### src/rtl/wb_arbiter_2m.sv
// Round-robin two-master to one-slave pipelined Wishbone arbiter. Ownership is decided per CYC.
// Optional bus-hang abort is enabled by defining WB_ARB_TIMEOUT_EN.
module wb_arbiter_2m #(
    parameter int ADDR_W         = 32,
    parameter int DATA_W         = 32,
    parameter int TIMEOUT_CYCLES = 255,
    localparam int SEL_W         = DATA_W / 8
) (
    input  logic              clk,
    input  logic              i_resetn,
    input  logic [ADDR_W-1:0] i_m0_addr,
    input  logic [DATA_W-1:0] i_m0_data,
    input  logic              i_m0_we,
    input  logic [SEL_W-1:0]  i_m0_sel,
    input  logic              i_m0_stb,
    input  logic              i_m0_cyc,
    input  logic [ADDR_W-1:0] i_m1_addr,
    input  logic [DATA_W-1:0] i_m1_data,
    input  logic              i_m1_we,
    input  logic [SEL_W-1:0]  i_m1_sel,
    input  logic              i_m1_stb,
    input  logic              i_m1_cyc,
    output logic [DATA_W-1:0] o_m0_data,
    output logic              o_m0_ack,
    output logic              o_m0_stall,
    output logic              o_m0_err,
    output logic [DATA_W-1:0] o_m1_data,
    output logic              o_m1_ack,
    output logic              o_m1_stall,
    output logic              o_m1_err,
    output logic [ADDR_W-1:0] o_wb_m2s_addr,
    output logic [DATA_W-1:0] o_wb_m2s_data,
    output logic              o_wb_m2s_we,
    output logic [SEL_W-1:0]  o_wb_m2s_sel,
    output logic              o_wb_m2s_stb,
    output logic              o_wb_m2s_cyc,
    input  logic [DATA_W-1:0] i_wb_s2m_data,
    input  logic              i_wb_s2m_ack,
    input  logic              i_wb_s2m_stall,
    input  logic              i_wb_s2m_err,
    output logic [1:0]        o_grant,
    output logic              o_timeout
);

    typedef enum logic [1:0] {
        ST_IDLE = 2'd0,
        ST_GNT0 = 2'd1,
        ST_GNT1 = 2'd2
    } state_t;

    state_t r_state;
    state_t w_next_state;
    logic   r_ptr;       // 0: m0 wins a tie, 1: m1 wins a tie
    logic   w_next_ptr;
    logic   w_tmo;

    // State and round-robin pointer register
    always_ff @(posedge clk or negedge i_resetn) begin
        if (!i_resetn) begin
            r_state <= ST_IDLE;
            r_ptr   <= 1'b0;
        end else begin
            r_state <= w_next_state;
            r_ptr   <= w_next_ptr;
        end
    end

    // Arbitration and release decisions
    always_comb begin
        w_next_state = r_state;
        w_next_ptr   = r_ptr;
        case (r_state)
            ST_IDLE: begin
                if (i_m0_cyc && (!i_m1_cyc || !r_ptr)) begin
                    w_next_state = ST_GNT0;
                end else if (i_m1_cyc) begin
                    w_next_state = ST_GNT1;
                end else begin
                    w_next_state = ST_IDLE;
                end
            end
            ST_GNT0: begin
                if (!i_m0_cyc || w_tmo) begin
                    w_next_state = ST_IDLE;
                    w_next_ptr   = 1'b1;
                end else begin
                    w_next_state = ST_GNT0;
                end
            end
            ST_GNT1: begin
                if (!i_m1_cyc || w_tmo) begin
                    w_next_state = ST_IDLE;
                    w_next_ptr   = 1'b0;
                end else begin
                    w_next_state = ST_GNT1;
                end
            end
            default: begin
                w_next_state = ST_IDLE;
            end
        endcase
    end

    // Request/response steering from the registered owner
    always_comb begin
        o_wb_m2s_addr = '0;
        o_wb_m2s_data = '0;
        o_wb_m2s_we   = 1'b0;
        o_wb_m2s_sel  = '0;
        o_wb_m2s_stb  = 1'b0;
        o_wb_m2s_cyc  = 1'b0;
        o_m0_ack      = 1'b0;
        o_m0_err      = 1'b0;
        o_m0_stall    = 1'b1;
        o_m1_ack      = 1'b0;
        o_m1_err      = 1'b0;
        o_m1_stall    = 1'b1;
        o_grant       = 2'b00;
        case (r_state)
            ST_GNT0: begin
                o_wb_m2s_addr = i_m0_addr;
                o_wb_m2s_data = i_m0_data;
                o_wb_m2s_we   = i_m0_we;
                o_wb_m2s_sel  = i_m0_sel;
                o_wb_m2s_stb  = i_m0_stb & i_m0_cyc & ~w_tmo;
                o_wb_m2s_cyc  = i_m0_cyc & ~w_tmo;
                o_m0_ack      = i_wb_s2m_ack;
                o_m0_err      = i_wb_s2m_err | w_tmo;
                o_m0_stall    = i_wb_s2m_stall;
                o_grant       = 2'b01;
            end
            ST_GNT1: begin
                o_wb_m2s_addr = i_m1_addr;
                o_wb_m2s_data = i_m1_data;
                o_wb_m2s_we   = i_m1_we;
                o_wb_m2s_sel  = i_m1_sel;
                o_wb_m2s_stb  = i_m1_stb & i_m1_cyc & ~w_tmo;
                o_wb_m2s_cyc  = i_m1_cyc & ~w_tmo;
                o_m1_ack      = i_wb_s2m_ack;
                o_m1_err      = i_wb_s2m_err | w_tmo;
                o_m1_stall    = i_wb_s2m_stall;
                o_grant       = 2'b10;
            end
            default: begin
                o_grant       = 2'b00;
            end
        endcase
    end

    assign o_m0_data = i_wb_s2m_data;
    assign o_m1_data = i_wb_s2m_data;

`ifdef WB_ARB_TIMEOUT_EN
    localparam int CNT_W = $clog2(TIMEOUT_CYCLES + 1);
    // Counter holds silent cycles already elapsed; abort on the cycle that would make it TIMEOUT_CYCLES
    localparam logic [CNT_W-1:0] CNT_LAST = CNT_W'(TIMEOUT_CYCLES - 1);

    logic [CNT_W-1:0] r_tmo_cnt;
    logic             w_granted;

    assign w_granted = (r_state == ST_GNT0) || (r_state == ST_GNT1);
    assign w_tmo     = w_granted && !i_wb_s2m_ack && !i_wb_s2m_err && (r_tmo_cnt == CNT_LAST);
    assign o_timeout = w_tmo;

    // Silent-cycle counter, restarted by IDLE, any response, or an abort
    always_ff @(posedge clk or negedge i_resetn) begin
        if (!i_resetn) begin
            r_tmo_cnt <= '0;
        end else if (!w_granted || i_wb_s2m_ack || i_wb_s2m_err || w_tmo) begin
            r_tmo_cnt <= '0;
        end else begin
            r_tmo_cnt <= r_tmo_cnt + CNT_W'(1);
        end
    end
`else
    logic w_unused_tmo_cfg;

    assign w_unused_tmo_cfg = (TIMEOUT_CYCLES > 0);
    assign w_tmo            = 1'b0;
    assign o_timeout        = 1'b0;
`endif

endmodule

### config.mk
export PLATFORM = sky130hd
export DESIGN_NAME = wb_arbiter_2m
export DESIGN_NICKNAME = d
export VERILOG_FILES = /design/src/rtl/wb_arbiter_2m.sv
export SDC_FILE = /design/constraint.sdc
export NUM_CORES = 1
export LEC_CHECK = 0
export BUFFER_PORTS_ARGS = -buffer_cell sky130_fd_sc_hd__clkbuf_2
export CORE_AREA = 2 2 126 128
export DETAILED_ROUTE_END_ITERATION = 8
export DIE_AREA = 0 0 128 130
export PLACE_DENSITY_LB_ADDON = 0.3
export SLEW_MARGIN = 20
export SYNTH_ARGS = -nofsm -noshare
export SYNTH_HDL_FRONTEND = slang
export SYNTH_SLANG_ARGS = --single-unit
### constraint.sdc
create_clock -name clk -period 1.77 [get_ports clk]
set_input_delay 0.177 -clock clk [delete_from_list [all_inputs] [get_ports clk]]
set_output_delay 0.177 -clock clk [all_outputs]
set_load 0.01 [all_outputs]
==> summary.md, run 1 <==
| Metric | Value |
|---|---|
| Setup WS post-layout | -0.00185 ns |
| Net count after synthesis | ~440 |
| Max stage delay on crit path | roughly 0.44 ns |
| Synth Cell Area | 0.00183 mm² |
| Die height | 130 µm |
| RSZ-0062 raised after global routing | true |
| Post-Synth Adder-Cell Area | 2.73% |
| CP max stage cell | dfrtp_2 |
| Via count | 2350 |
| FF-to-FF setup slack | approximately 0.38 ns |
| DR WL/cell | between 10 and 15 µm |
| DRC | 0 |
| DRT antenna net count | 0 |
| Post-Layout Cell Count | 604 |
| Post-DP Area | roughly 0.0027 mm² |
| DRT Pass-1 Iters | 4 |
| # clock sinks | 3 |
| Final period util | 100% |
| Synth cell types | 19 |
| N_diodes | 0 |
| Number of max-cap violations | 0 |
| Drt total wl | 8720 µm |
| Setup Viol. Count Final | 1 |
| Pleak | 1.49 nW |
| IO buf count | 225 |
| Worst min path class | input pin to flop |
| Final core occ | between 10% and 20% |
| R2r startpoint | r_state[0]$_DFF_PN0_ |
| CP endpoint kind | output port |
| CTS tree | done |
| H-tree levels | 1 |
| Total power per unit cell area | ~1500 mW/mm² |
| Gr usage total | about 7.3% |
| Dpl cells | around 600 |
| Worst vdd ir | 0.000688 V |
| Most used flip-flop cell after synthesis | dfrtp_1 |
| Core Box Area | 0.0154 mm² |
| Vias in the first global route | 2061 |
| Critical Path Fanout Max | 15 |
| Compound-Gate Fraction of Synth Area | between 30% and 40% |
| Share of cells above drive strength 1 | 64.3% |
| Largest cells by area after synthesis | buf_4, a22oi_1, nor2b_1 |
| FFs w/ async S/R, synth | 100% |
| Mux cell area share after synthesis | 0% |
| Clock latency on the worst-skew pair | approximately 0.22 ns |
| Max Slew Vio Count | 0 |
| First-iteration detailed-routing DRC count | 90 |
| Total Die Area | 0.0166 mm² |
| I/O pins | approximately 320 |
| Synth area leader | buf_4 |
| Hold Violations, Final | 0 |
| Final nets | 596 |
| Xor/xnor share of the synthesized area | 0% |
| Initial antenna violation count | 0 |
| Fmax | 564 MHz |
| Post-Synth Simple-Gate Area | 28.4% |
| Die width | ~130 µm |
| Final GP Congestion | around 0.75 |
| Req. time, crit path | 1.59 ns |
| First-pass GRT wire length | 10000 µm |
| CTS Root Cell | clkbuf_16 |
| Data arrival, critical path | 1.59 ns |
| Area Overhead vs Synth | 66.3% |
| Yosys top cell area share | 30.7% |
| FP Rows | 46 |
| Crit path to | o_wb_m2s_addr[26] |
| Status | finished, violations left |
| Most numerous cell in the Yosys netlist | buf_4 |
| Syn Area/Cell | 7.16 µm² |
| Post-detail-place hpwl | 6140 µm |
| CTS buffer count | 3 |
| Seq/Total Area, Yosys | 4.10% |
| Cells on worst reg2reg path | 5 |
| Post-synth EDFFs | 0 |
| Failing checks | negative setup slack |
| Top post-synthesis cells by count | buf_4, a22oi_1, nor2b_1, clkbuf_1 |
| Clock buffer depth | 2 |
| Final Skew | 0.000140 ns |
| Number of vias per cell | 3.89 |
| Design area | 0.00305 mm² |
| RR Endpoint | r_ptr$_DFFE_PN0P_ |
| Reg clk slew, reported paths | 0.03 ns |
| Initial core utilization | between 10% and 20% |
| Worst Hold Path Cells | 2 |
| Overflow after GRT | 0 |
| Gate Count Post-Synth | around 260 |
| Synth Register Bits | 3 |
| Startpoint Class | flop |
| Tmin final | 1.77 ns |
| Crit path cell chain | inv_4 -> ha_4 -> buf_6 -> a22oi_1 -> nor2b_1 -> clkbuf_2 |
| Pin count of the biggest net entering global routing | 64 |
| YS warnings | 0 |
| CP Class | flop to output port |
| Fillcell total | ~1.7k |
| CP Launch Point | r_state[0]$_DFF_PN0_ |
| Largest family of logic cells by synthesized area | buffers and inverters |
==> per-stage QoR <==
step / setup slack (ns) / hold WS, ns / power [W] / setup TNS (ns)
floorplan: 0.269 / -0.119 / 0.00254 / 0
global placement: 0.215 / -0.0211 / 0.00361 / 0
detailed placement: 0.159 / -0.0223 / 0.00367 / 0
CTS: -0.0763 / 0.272 / 0.00405 / -1.48
global route: -0.0735 / 0.291 / 0.00501 / -1.75
finish: -0.00185 / 0.282 / 0.00464 / -0.00185
==> sequential cells by signal, indices dropped and copies added, names as in the netlist <==
| register | cells |
|---|---|
| r_state | 2 |
| r_ptr | 1 |
==> what timing repair did <==
action / 4_1_cts / 5_1_grt
cloned: 0 / 6
buffers inserted: 0 / 1
gates resized for setup: 0 / 56
setup endpoints to repair: 57 / 71
hold buffers: 1 / 0
pin swaps: 0 / 2
hold endpoints to repair: 3 / 0
==> layer usage <==
layer  track usage (%)  wire [µm]  vias up
met1              8.84       3460     1071
met5                 0          0        -
met4              1.62         78        0
met2              13.1       4540      117
li1                  -          -     1143
met3              1.85        640       19
==> worst max-delay path: cells and delay by family, from the launching register on <==
kind	cells	cell delay, ns
compound gates	1	0.12
fa+ha+maj	1	0.22
buf+inv	3	0.47
flops	1	0.44
simple gates	1	0.12
==> layout by cell type (no fill, tap or decap), types with 3 or more instances in the layout <==
cell       count
clkbuf_2     191
nor2b_1       70
a22oi_1       56
buf_2         34
a22oi_2       14
clkbuf_16      8
buf_12         5
and2_1         4
nand2b_1       3
ha_4           3
==> report_power, final <==
group	internal (W)	switching [W]
registers	0.000103	0.0000359
clock network	0.000297	0.0000584
logic	0.00208	0.00207
total	0.00248	0.00216
==> area by class of cell <==
type / count / area [µm²] / share of cell area (%)
timing repair buffer: 240 / 1400 / 45.9
multi-input combinational: 163 / 1240 / 40.8
tap: 192 / 240 / 7.88
clock buffer: 4 / 78.8 / 2.59
sequential: 3 / 76.3 / 2.50
inverter: 2 / 10.0 / 0.328
==> worst min-delay path by stage <==
stage	start	endpoint	slack [ns]
2_1_floorplan	i_resetn	r_ptr$_DFFE_PN0P_	-0.12
3_3_place_gp	i_resetn	r_ptr$_DFFE_PN0P_	-0.02
3_5_place_dp	i_resetn	r_ptr$_DFFE_PN0P_	-0.02
4_1_cts	i_m1_cyc	r_ptr$_DFFE_PN0P_	0.27
5_1_grt	i_resetn	r_ptr$_DFFE_PN0P_	0.29
6_report	i_m1_cyc	r_state[1]$_DFF_PN0_	0.28
==> kinds of logic after synthesis <==
family                   after synthesis
AND/OR/NAND/NOR                       82
AO/OA/AOI/OAI                         76
buffers and inverters                 90
other                                  1
adder cells (fa/ha/maj)                4
flip-flops                             3
Note: power is estimated with default switching activity, not from simulation.
==> run 2: changes to the inputs <==
--- a/config.mk
+++ b/config.mk
@@ -6,9 +6,11 @@
 export NUM_CORES = 1
 export LEC_CHECK = 0
 export BUFFER_PORTS_ARGS = -buffer_cell sky130_fd_sc_hd__clkbuf_2
-export CORE_AREA = 2 2 126 128
+export CELL_PAD_IN_SITES_DETAIL_PLACEMENT = 1
+export CELL_PAD_IN_SITES_GLOBAL_PLACEMENT = 1
+export CORE_AREA = 2 2 124 126
 export DETAILED_ROUTE_END_ITERATION = 8
-export DIE_AREA = 0 0 128 130
+export DIE_AREA = 0 0 126 128
 export PLACE_DENSITY_LB_ADDON = 0.3
 export SLEW_MARGIN = 20
 export SYNTH_ARGS = -nofsm -noshare
==> constraint.sdc (replaced) <==
create_clock -name clk -period 1.77 [get_ports clk]
set_input_delay 0 -clock clk [delete_from_list [all_inputs] [get_ports clk]]
set_output_delay 0 -clock clk [all_outputs]
set_load 0.01 [all_outputs]
==> run 2 against run 1 <==
The flow now finishes without violations. Die area decreased by 3.1%. Clock skew about the same. Design area decreased by 9.1%. Global-route usage increased by 2.1 points. Critical path type unchanged. Largest power group unchanged. Highest routed layer unchanged.
==> summary.md, run 2 (synthesized netlist as in run 1, its figures left out) <==
| Metric | Value |
|---|---|
| Critical Path Fanout Max | 45 (+30) |
| Initial core utilization | 12.3% (+0.45 points) |
| Max stage delay on crit path | 0.39 ns (-0.05 ns) |
| Fmax | 603 MHz (+6.8%) |
| Hold Violations, Final | 0 (unchanged) |
| Clock buffer depth | 2 (unchanged) |
| Share of cells above drive strength 1 | 59.4% (-4.9 points) |
| Final nets | 588 (-1.3%) |
| Gr usage total | 9.39% (+2.1 points) |
| N_diodes | 0 (unchanged) |
| FF-to-FF setup slack | 0.38 ns (about the same) |
| R2r startpoint | r_state[0]$_DFF_PN0_ |
| Design area | 0.00277 mm² (-9.1%) |
| Largest Register | r_state |
| Vias in the first global route | 2465 (+20%) |
| Reg clk slew, reported paths | 0.03 ns (about the same) |
| DRC | 0 (unchanged) |
| Crit path cell chain | inv_1 -> ha_2 -> buf_12 -> a22oi_1 -> nor2b_1 -> clkbuf_2 |
| Startpoint Class | flop |
| First-iteration detailed-routing DRC count | 54 (-40%) |
| CP top delay family | buffers and inverters |
| CP Class | flop to output port |
| Cells on worst reg2reg path | 5 (unchanged) |
| CTS tree | done |
| Final GP Congestion | 0.828 (+11%) |
| Total Die Area | 0.0161 mm² (-3.1%) |
| Worst vdd ir | 0.000662 V (-3.7%) |
| Worst min path class | input pin to output port |
| CP Launch Point | r_state[0]$_DFF_PN0_ |
| Overflow after GRT | 0 (unchanged) |
| Regs by FF count | r_state x2, r_ptr x1 |
| Total power per unit cell area | 1410 mW/mm² (-7.2%) |
| Total setup buffers inserted after CTS | 0 (unchanged) |
| Via count | 2338 (-0.51%) |
| RR Endpoint | r_ptr$_DFFE_PN0P_ |
| Final Skew | 0.000203 ns (+0.0000629 ns) |
| Req. time, crit path | 1.77 ns (+0.18 ns) |
| Pin count of the biggest net entering global routing | 47 (-27%) |
| Setup TNS | 0 ns (+0.00185 ns) |
| Pleak | 1.37 nW (-7.7%) |
| FP Rows | 45 (-2.2%) |
| Most frequent cells in the layout | clkbuf_2, a22oi_1, nor2b_1, and2_1 |
| Commonest non-fill, non-tap cell in the layout | clkbuf_2 |
| CP endpoint kind | output port |
| Data arrival, critical path | 1.66 ns (+0.07 ns) |
| Core Box Area | 0.0149 mm² (-3.6%) |
| Worst Path Buf+Inv | 3 (unchanged) |
| CP max stage cell | dfrtp_1 |
| IO buf count | 225 (unchanged) |
| Multi-input logic area | 0.00114 mm² (-8.0%) |
| Initial antenna violation count | 0 (unchanged) |
| Min Hold Slack | 0.00000542 ns (-0.282 ns) |
| Max reg flops | 2 (unchanged) |
| Die height | 128 µm (-1.5%) |
| Die width | 126 µm (-1.6%) |
| H-tree levels | 1 (unchanged) |
| Number of max-cap violations | 0 (unchanged) |
| Crit path to | o_wb_m2s_data[12] |
| CTS buffer count | 3 (unchanged) |
| Post-detail-place hpwl | 6810 µm (+11%) |
| Tmin final | 1.66 ns (-0.113 ns) |
| DRT antenna net count | 0 (unchanged) |
| Number of vias per cell | 3.95 (+1.5%) |
| Final core occ | 18.6% (-1.1 points) |
| CTS Root Cell | clkbuf_16 |
| Area Overhead vs Synth | 51.2% |
| RSZ-0062 raised after global routing | false |
| Fillcell total | 1896 (+9.1%) |
| Post-DP Area | 0.00267 mm² (-1.4%) |
| Drt total wl | 8170 µm (-6.4%) |
| Max Slew Vio Count | 0 (unchanged) |
| Setup Viol. Count Final | 0 (-1) |
| # clock sinks | 3 (unchanged) |
| DRT Pass-1 Iters | 4 (unchanged) |
| I/O pins | 323 (unchanged) |
| FF/Latch Area | 75.1 µm² (-1.6%) |
| Clock latency on the worst-skew pair | 0.22 ns (about the same) |
| Final period util | 93.7% (-6.4 points) |
| DR WL/cell | 13.8 µm (-4.5%) |
| Critical path depth | 6 (unchanged) |
| Status | completed |
| First-pass GRT wire length | 12600 µm (+26%) |
run 2: cell types whose count changed in the layout (fill, tap and decap cells not counted), moves of 2 or more:
cell       previous run  this run
ha_2                  0         3
buf_2                34         0
a22oi_1              56        70
clkbuf_16             8         3
clkbuf_2            191       225
a22oi_2              14         0
buf_12                5         3
ha_4                  3         0
buf_4                 2         0
inv_1                 0         2
run 2: metal layers:
metal	global-route usage (%)	up-vias	share of wire, %
li1	-	1124	-
met1	9.76	1060	34
met2	18.7	127	54
met3	2.13	27	9.3
met4	2.65	0	2.2
met5	0	-	0
run 2: worst min-delay path by stage:
stage                      startpoint                   end  slack [ns]  cells after the start
finish               i_wb_s2m_data[7]          o_m1_data[7]    0.000005                      0
global route         i_wb_s2m_data[7]          o_m1_data[7]     0.00003                      0
CTS                 i_wb_s2m_data[14]         o_m0_data[14]      0.0001                      0
detailed placement           i_resetn  r_state[1]$_DFF_PN0_       -0.20                      1
global placement             i_resetn     r_ptr$_DFFE_PN0P_       -0.20                      1
floorplan                    i_resetn     r_ptr$_DFFE_PN0P_       -0.30                      0
run 2: power by group:
group,switching (W),total [W],internal (W)
Sequential,0.0000249,0.000126,0.000101
Combinational,0.00183,0.00343,0.00161
Clock,0.0000581,0.000355,0.000297
run 2: stage by stage:
stage / setup WS [ns] / std cells / power (W)
2_1_floorplan: 0.436 / 256 / 0.00254
3_3_place_gp: 0.322 / 587 / 0.00352
3_5_place_dp: 0.274 / 587 / 0.00360
4_1_cts: 0.0372 / 592 / 0.00398
5_1_grt: 0.00178 / 592 / 0.00436
6_report: 0.111 / 592 / 0.00391
run 2: timing repair:
action,4_1_cts,5_1_grt
gates resized for setup,0,3
hold buffers,1,0
setup endpoints to repair,0,68
hold endpoints to repair,3,0
run 2: area by class of cell:
type                            instances  share of cell area [%]
Clock buffer                            4                    2.84
Multi-Input combinational cell        163                    41.3
Sequential cell                         3                    2.71
Tap cell                              188                    8.49
Timing Repair Buffer                  232                    44.4
Inverter                                2                   0.271
run 2: worst reg2reg max path, cell delays in order, from the launching register on:
cell	delay, ns
dfrtp_1	0.37
inv_1	0.08
ha_2	0.35
a21bo_2	0.23
o21ai_0	0.12
o21ai_0	0.09
